### config.mk
export PLATFORM = sky130hd
export DESIGN_NAME = cbd_sampler_flat
export DESIGN_NICKNAME = d
export VERILOG_FILES = /design/src/rtl/cbd_sampler_if.sv /design/src/rtl/cbd_sampler.sv /design/src/flat_wrapper.sv
export SDC_FILE = /design/constraint.sdc
export NUM_CORES = 2
export LEC_CHECK = 0
export ABC_AREA = 1
export CORE_AREA = 2 2 617 619
export CTS_CLUSTER_DIAMETER = 50
export CTS_CLUSTER_SIZE = 24
export DETAILED_ROUTE_END_ITERATION = 6
export DIE_AREA = 0 0 619 621
export DONT_BUFFER_PORTS = 1
export PLACE_DENSITY = 0.39
export SYNTH_ARGS = -nofsm -noshare
export SYNTH_HDL_FRONTEND = slang
export SYNTH_SLANG_ARGS = --single-unit
### constraint.sdc
create_clock -name clk -period 3.4 [get_ports clk]
set_input_delay 1.02 -clock clk [delete_from_list [all_inputs] [get_ports clk]]
set_output_delay 1.02 -clock clk [all_outputs]
set_load 0.02 [all_outputs]
### src/rtl/cbd_sampler_if.sv
// Coefficient sampler bus: PRF block capture on one side, coefficient stream on the other.
interface cbd_sampler_if #(
  parameter int unsigned Z_W    = 1536,
  parameter int unsigned COEF_W = 12
);
  logic [0:Z_W-1]    Z;
  logic              start;
  logic [1:0]        n_num;
  logic [COEF_W-1:0] coef;
  logic [7:0]        coef_idx;
  logic              coef_valid;
  logic              coef_ready;
  logic              busy;
  logic              done;

  // Producer of PRF blocks and consumer of coefficients.
  modport master (
    output Z, start, n_num, coef_ready,
    input  coef, coef_idx, coef_valid, busy, done
  );

  // The sampler itself.
  modport slave (
    input  Z, start, n_num, coef_ready,
    output coef, coef_idx, coef_valid, busy, done
  );
endinterface

### src/rtl/cbd_sampler.sv
// Kyber CBD_eta sampler: turns a captured PRF block into 256 coefficients mod Q,
// streamed one per cycle over a valid/ready handshake.
module cbd_sampler #(
  parameter int unsigned Q      = 3329,
  parameter int unsigned N_COEF = 256,
  parameter int unsigned Z_W    = 1536,
  parameter int unsigned COEF_W = 12
) (
  input  logic        clk,
  input  logic        rst,
  cbd_sampler_if.slave bus
);

  typedef enum logic [1:0] {StIdle, StEmit, StDone} state_e;

  state_e            state_q, state_d;
  logic [0:Z_W-1]    sr_q, sr_d;
  logic [0:Z_W-1]    sr_shift;
  logic              eta3_q, eta3_d;
  logic [COEF_W-1:0] coef_q, coef_d;
  logic [7:0]        idx_q, idx_d;
  logic              valid_q, valid_d;
  logic              accept;

  // a counts the first eta bits, b the next eta; result folded into [0, Q-1].
  function automatic logic [COEF_W-1:0] cbd(input logic [0:5] w, input logic eta3);
    logic [1:0] a;
    logic [1:0] b;
    a = {1'b0, w[0]} + {1'b0, w[1]} + {1'b0, eta3 & w[2]};
    b = eta3 ? ({1'b0, w[3]} + {1'b0, w[4]} + {1'b0, w[5]})
             : ({1'b0, w[2]} + {1'b0, w[3]});
    if (a >= b) return COEF_W'(a - b);
    else        return COEF_W'(Q - 32'(b - a));
  endfunction

  assign accept   = valid_q & bus.coef_ready;
  assign sr_shift = eta3_q ? (sr_q << 6) : (sr_q << 4);

  // Next-state: capture in idle, prime then advance on each handshake in emit.
  always_comb begin
    state_d = state_q;
    sr_d    = sr_q;
    eta3_d  = eta3_q;
    coef_d  = coef_q;
    idx_d   = idx_q;
    valid_d = valid_q;
    case (state_q)
      StIdle: begin
        if (bus.start && (bus.n_num == 2'd1 || bus.n_num == 2'd2)) begin
          sr_d    = bus.Z;
          eta3_d  = (bus.n_num == 2'd1);
          idx_d   = '0;
          state_d = StEmit;
        end
      end
      StEmit: begin
        if (!valid_q) begin
          // First cycle after capture: present coefficient 0.
          valid_d = 1'b1;
          coef_d  = cbd(sr_q[0:5], eta3_q);
        end else if (accept) begin
          if (idx_q == 8'(N_COEF - 1)) begin
            valid_d = 1'b0;
            state_d = StDone;
          end else begin
            sr_d   = sr_shift;
            idx_d  = idx_q + 8'd1;
            coef_d = cbd(sr_shift[0:5], eta3_q);
          end
        end
      end
      StDone:  state_d = StIdle;
      default: state_d = StIdle;
    endcase
  end

  // State and output registers.
  always_ff @(posedge clk or negedge rst) begin
    if (!rst) begin
      state_q <= StIdle;
      sr_q    <= '0;
      eta3_q  <= 1'b0;
      coef_q  <= '0;
      idx_q   <= '0;
      valid_q <= 1'b0;
    end else begin
      state_q <= state_d;
      sr_q    <= sr_d;
      eta3_q  <= eta3_d;
      coef_q  <= coef_d;
      idx_q   <= idx_d;
      valid_q <= valid_d;
    end
  end

  assign bus.coef       = coef_q;
  assign bus.coef_idx   = idx_q;
  assign bus.coef_valid = valid_q;
  assign bus.busy       = (state_q == StEmit);
  assign bus.done       = (state_q == StDone);

endmodule

### src/flat_wrapper.sv
// flat-port wrapper written by rule: the top's interface ports become plain ports
module cbd_sampler_flat 
#(
  parameter int unsigned Q      = 3329,
  parameter int unsigned N_COEF = 256,
  parameter int unsigned Z_W    = 1536,
  parameter int unsigned COEF_W = 12
)
  (clk, rst, bus_Z, bus_start, bus_n_num, bus_coef_ready, bus_coef, bus_coef_idx, bus_coef_valid, bus_busy, bus_done);
  cbd_sampler_if #(.Z_W(Z_W), .COEF_W(COEF_W)) bus_i ();
  input  logic clk;
  input  logic rst;
  input wire logic [$bits(bus_i.Z)-1:0] bus_Z;
  input wire logic [$bits(bus_i.start)-1:0] bus_start;
  input wire logic [$bits(bus_i.n_num)-1:0] bus_n_num;
  input wire logic [$bits(bus_i.coef_ready)-1:0] bus_coef_ready;
  output wire logic [$bits(bus_i.coef)-1:0] bus_coef;
  output wire logic [$bits(bus_i.coef_idx)-1:0] bus_coef_idx;
  output wire logic [$bits(bus_i.coef_valid)-1:0] bus_coef_valid;
  output wire logic [$bits(bus_i.busy)-1:0] bus_busy;
  output wire logic [$bits(bus_i.done)-1:0] bus_done;
  assign bus_i.Z = bus_Z;
  assign bus_i.start = bus_start;
  assign bus_i.n_num = bus_n_num;
  assign bus_i.coef_ready = bus_coef_ready;
  assign bus_coef = bus_i.coef;
  assign bus_coef_idx = bus_i.coef_idx;
  assign bus_coef_valid = bus_i.coef_valid;
  assign bus_busy = bus_i.busy;
  assign bus_done = bus_i.done;
  cbd_sampler #(.Q(Q), .N_COEF(N_COEF), .Z_W(Z_W), .COEF_W(COEF_W)) u_core (.clk(clk), .rst(rst), .bus(bus_i));
endmodule
==> impl_summary.md <==
Status
The run finished with clean final reports.

STA
The worst clock skew is 56.1 ps. The post-layout worst setup margin is about 220 ps. The headroom to the max-slew limit is 0.117. The number of failing setup endpoints in the final timing report is 0. Setup repair after global routing left no endpoint under its margin. At the pin with the least slew margin, the transition time is between 1000 and 1500 ps. The shortest clock period the worst path allows after layout is ~3200 ps. The maximum frequency from static timing analysis is about 310 MHz. In the final timing run, aggregate negative setup slack is 0 ps. The number of hold violations in the final report came to 0. In the finished design, the share of the clock period the worst path needs comes to 0.936.

The number of max-slew violations in the final report was 0.

Synth
The number of flip-flops and latches in the synthesized netlist is about 1,600. The sequential share of the synthesized area is 0.439. dfrtp_1 takes more of the synthesized area than any other cell. The area of the mapped netlist is slightly below 90,000 sq um. Counting every instance in the synthesized netlist gives 13,506. By area the synthesized netlist is led by dfrtp_1 (44%), nand2_1 (26%), o21ai_0 (12%). The distinct cell type count after synthesis is 25.

The number of nets in the synthesized netlist is 15,069. For this run, the number of Yosys warnings is 0. The average instance area after synthesis is 6.57 sq um.

The proportion of netlist area held by the largest area contributor is 0.439.

Global routing
For this run, the total global-route usage over all layers was measured as 0.204. The global-route met3 utilization is 0.0440. The initial antenna violation count was 146. In the global route stage, met2 resource usage came out at 0.329.

The number of global-route vias before repair is 86,441. In the global route stage, met1 resource usage came out at 0.264. For this run the aggregate overflow at the end of global routing stands at 0. After global routing, the most crowded layer is met2. The wire length of the first global-routing pass is approximately 600,000 um. Entering global routing, the biggest net connects 218 pins.

Clock network
The clock insertion delay at the later pin of the skew report is 920 ps. The tree is rooted in a clkbuf_16. The clock transition at the register clock pins on the worst setup and hold paths after CTS is 50 ps.

TritonCTS built the clock tree. The clock buffer count from CTS is approximately 310. The H-tree depth reported by CTS is 5.

The clock passes through at most 4 buffers. The number of clock sinks is 1,555. After clock tree synthesis, the setup repair step added 0 buffers.

Die
After floorplanning, the core was sized to cover 378,000 sq um. The row count is 226. The die height is slightly above 600 um. 1,565 I/O pins were placed. The die covers between 300,000 and 400,000 sq um. The floorplan step set the die width to a little over 600 um. The initial core utilization is 0.235.

Finish
For this run, the post-layout net count is 14,625. The library cells used most frequently in the layout, excluding fill and tap cells, are nand2_1 (6,192), o21ai_0 (2,057), dfrtp_1 (1,554). The leading cell type in the layout, fill and taps excluded is nand2_1. The ratio of cells with drive above 1 in the final layout is 0.0612. The cell area after layout is 105,000 sq um. The area growth from synthesis to layout is 18.7%.

Across the whole layout, storage elements account for 38,900 sq um. Counting the fill cells in the layout gives 42,604. The multi-input combinational cell area is ~45,000 sq um.

Pwr
VDD sags by at most 0.000399 V. Power spread over the standard cell area amounts to just under 900 nW/um^2. The completed layout was analyzed and its total power is 93.3 mW.

The leakage power of the design is 48.7 nW.

Critical path
STA classifies the critical path endpoint as a primary output. The worst setup path is of the flip-flop to primary output kind. At the worst endpoint, the required time is around 2400 ps.

The top fanout value on the critical path is 31. STA classifies the critical path startpoint as a flip-flop. The arrival time reported for the critical path endpoint is roughly 2200 ps.

Place
The placed wire-length estimate is between 200,000 and 300,000 um. After detailed placement, the total cell area comes to 93,900 sq um. The worst slack at placement is 335 ps. The global placer's final weighted congestion is 0.872. Buffers placed on the I/O ports in this run total 0.

Run
The max-capacitance violation count is 0.

Route
The remaining antenna violation count after routing is 0. The routed layout has 88,045 vias. The DRC marker count from the first detailed-route iteration is 7,257. The pre-antenna-repair detailed-routing pass consisted of 6 iterations.

The aggregate routed wire length is 407,000 um. After detailed routing, the number of vias per cell comes to about 4.8. For this run, design rule violations remaining after detail routing come to 0. After detailed routing, the average wire length per cell comes to 22.1 um.

Min path
The type of the tightest min-delay check is input pin to flip-flop.
[per-layer routing]
metal / up-vias / part of all wire
li1: 42349 / -
met1: 42727 / 0.43
met2: 2269 / 0.47
met3: 618 / 0.059
met4: 82 / 0.037
met5: - / 0.0014
[power by group]
group / internal (mW) / leakage, nW / switching (mW) / total, mW
combinational: 10.5 / 24.2 / 16.2 / 26.7
clock: 21.4 / 5.34 / 11.8 / 33.2
sequential: 26.4 / 19.1 / 7.02 / 33.4
[critical path, stage by stage (launching register included)]
cell,delay [ps]
dfrtp_1,460
inv_2,70
nor2_4,190
buf_12,280
buf_16,240
[logic make-up (layout without fill, tap and decap cells)]
group | Yosys count | in the layout | share of synthesized area
and+or+nand+nor | 7764 | 7764 | 0.329
AOI/OAI and AO/OA | 3094 | 3094 | 0.175
DFF | 1555 | 1555 | 0.439
buffers and inverters | 1072 | 881 | 0.0537
adders and majority gates | 21 | 21 | 0.00364
other | 0 | 87 | 0
[timing repair]
action,CTS,global route
hold buffers,1,0
hold endpoints to repair,9,0
endpoints found under the setup margin,1,0
gates resized for setup,1,0
[through the flow]
stage,hold WS (ps),utilization,std cells
after global placement,475,0.249,17760
after global routing,237,0.279,18398
after detailed placement,476,0.249,17760
after CTS,173,0.278,18331
final,295,0.279,18418
after floorplan,453,-,13506
[cell type report]
class,instances,area share
Antenna cell,87,0.00207
Clock buffer,392,0.0823
Clock inverter,176,0.0231
Inverter,43,0.00168
Multi-Input combinational cell,10879,0.428
Sequential cell,1555,0.370
Tap cell,5016,0.0596
Timing Repair Buffer,270,0.0339
[worst paths after layout]
| check | from | to | slack (ps) | depth (start not counted) |
|---|---|---|---|---|
| min in group asynchronous | rst | u_core.sr_q[812] | 650 | 2 |
| setup reg to reg | u_core.eta3_q | u_core.bus.coef[2] | 370 | 16 |
| hold reg to reg | u_core.sr_q[4] | u_core.sr_q[4] | 480 | 2 |
| hold / removal | bus_Z[1] | u_core.sr_q[1534] | 300 | 2 |
| max in group asynchronous | rst | u_core.sr_q[124] | 1560 | 3 |
| setup / recovery | u_core.state_q[0] | bus_busy | 220 | 4 |
[cell usage after synthesis, drive strengths merged]
cell type	n
inv	43
nand2	6194
nor2	1536
dfrtp	1555
a21o	1
nand4	3
buf	541
nand3b	1
o211ai	5
nand3	28
a21oi	1
clkbuf	488
a21boi	2
o21bai	1
ha	13
o21ai	3084
or2	2
fa	8
[state kept, by name (all words and copies together), names as in the netlist]
signal / cells
u_core.bus.coef_valid: 1
u_core.sr_q: 1536
u_core.bus.coef: 7
u_core.state_q: 2
u_core.bus.coef_idx: 8
u_core.eta3_q: 1
Note: power is estimated with default switching activity, not from simulation.
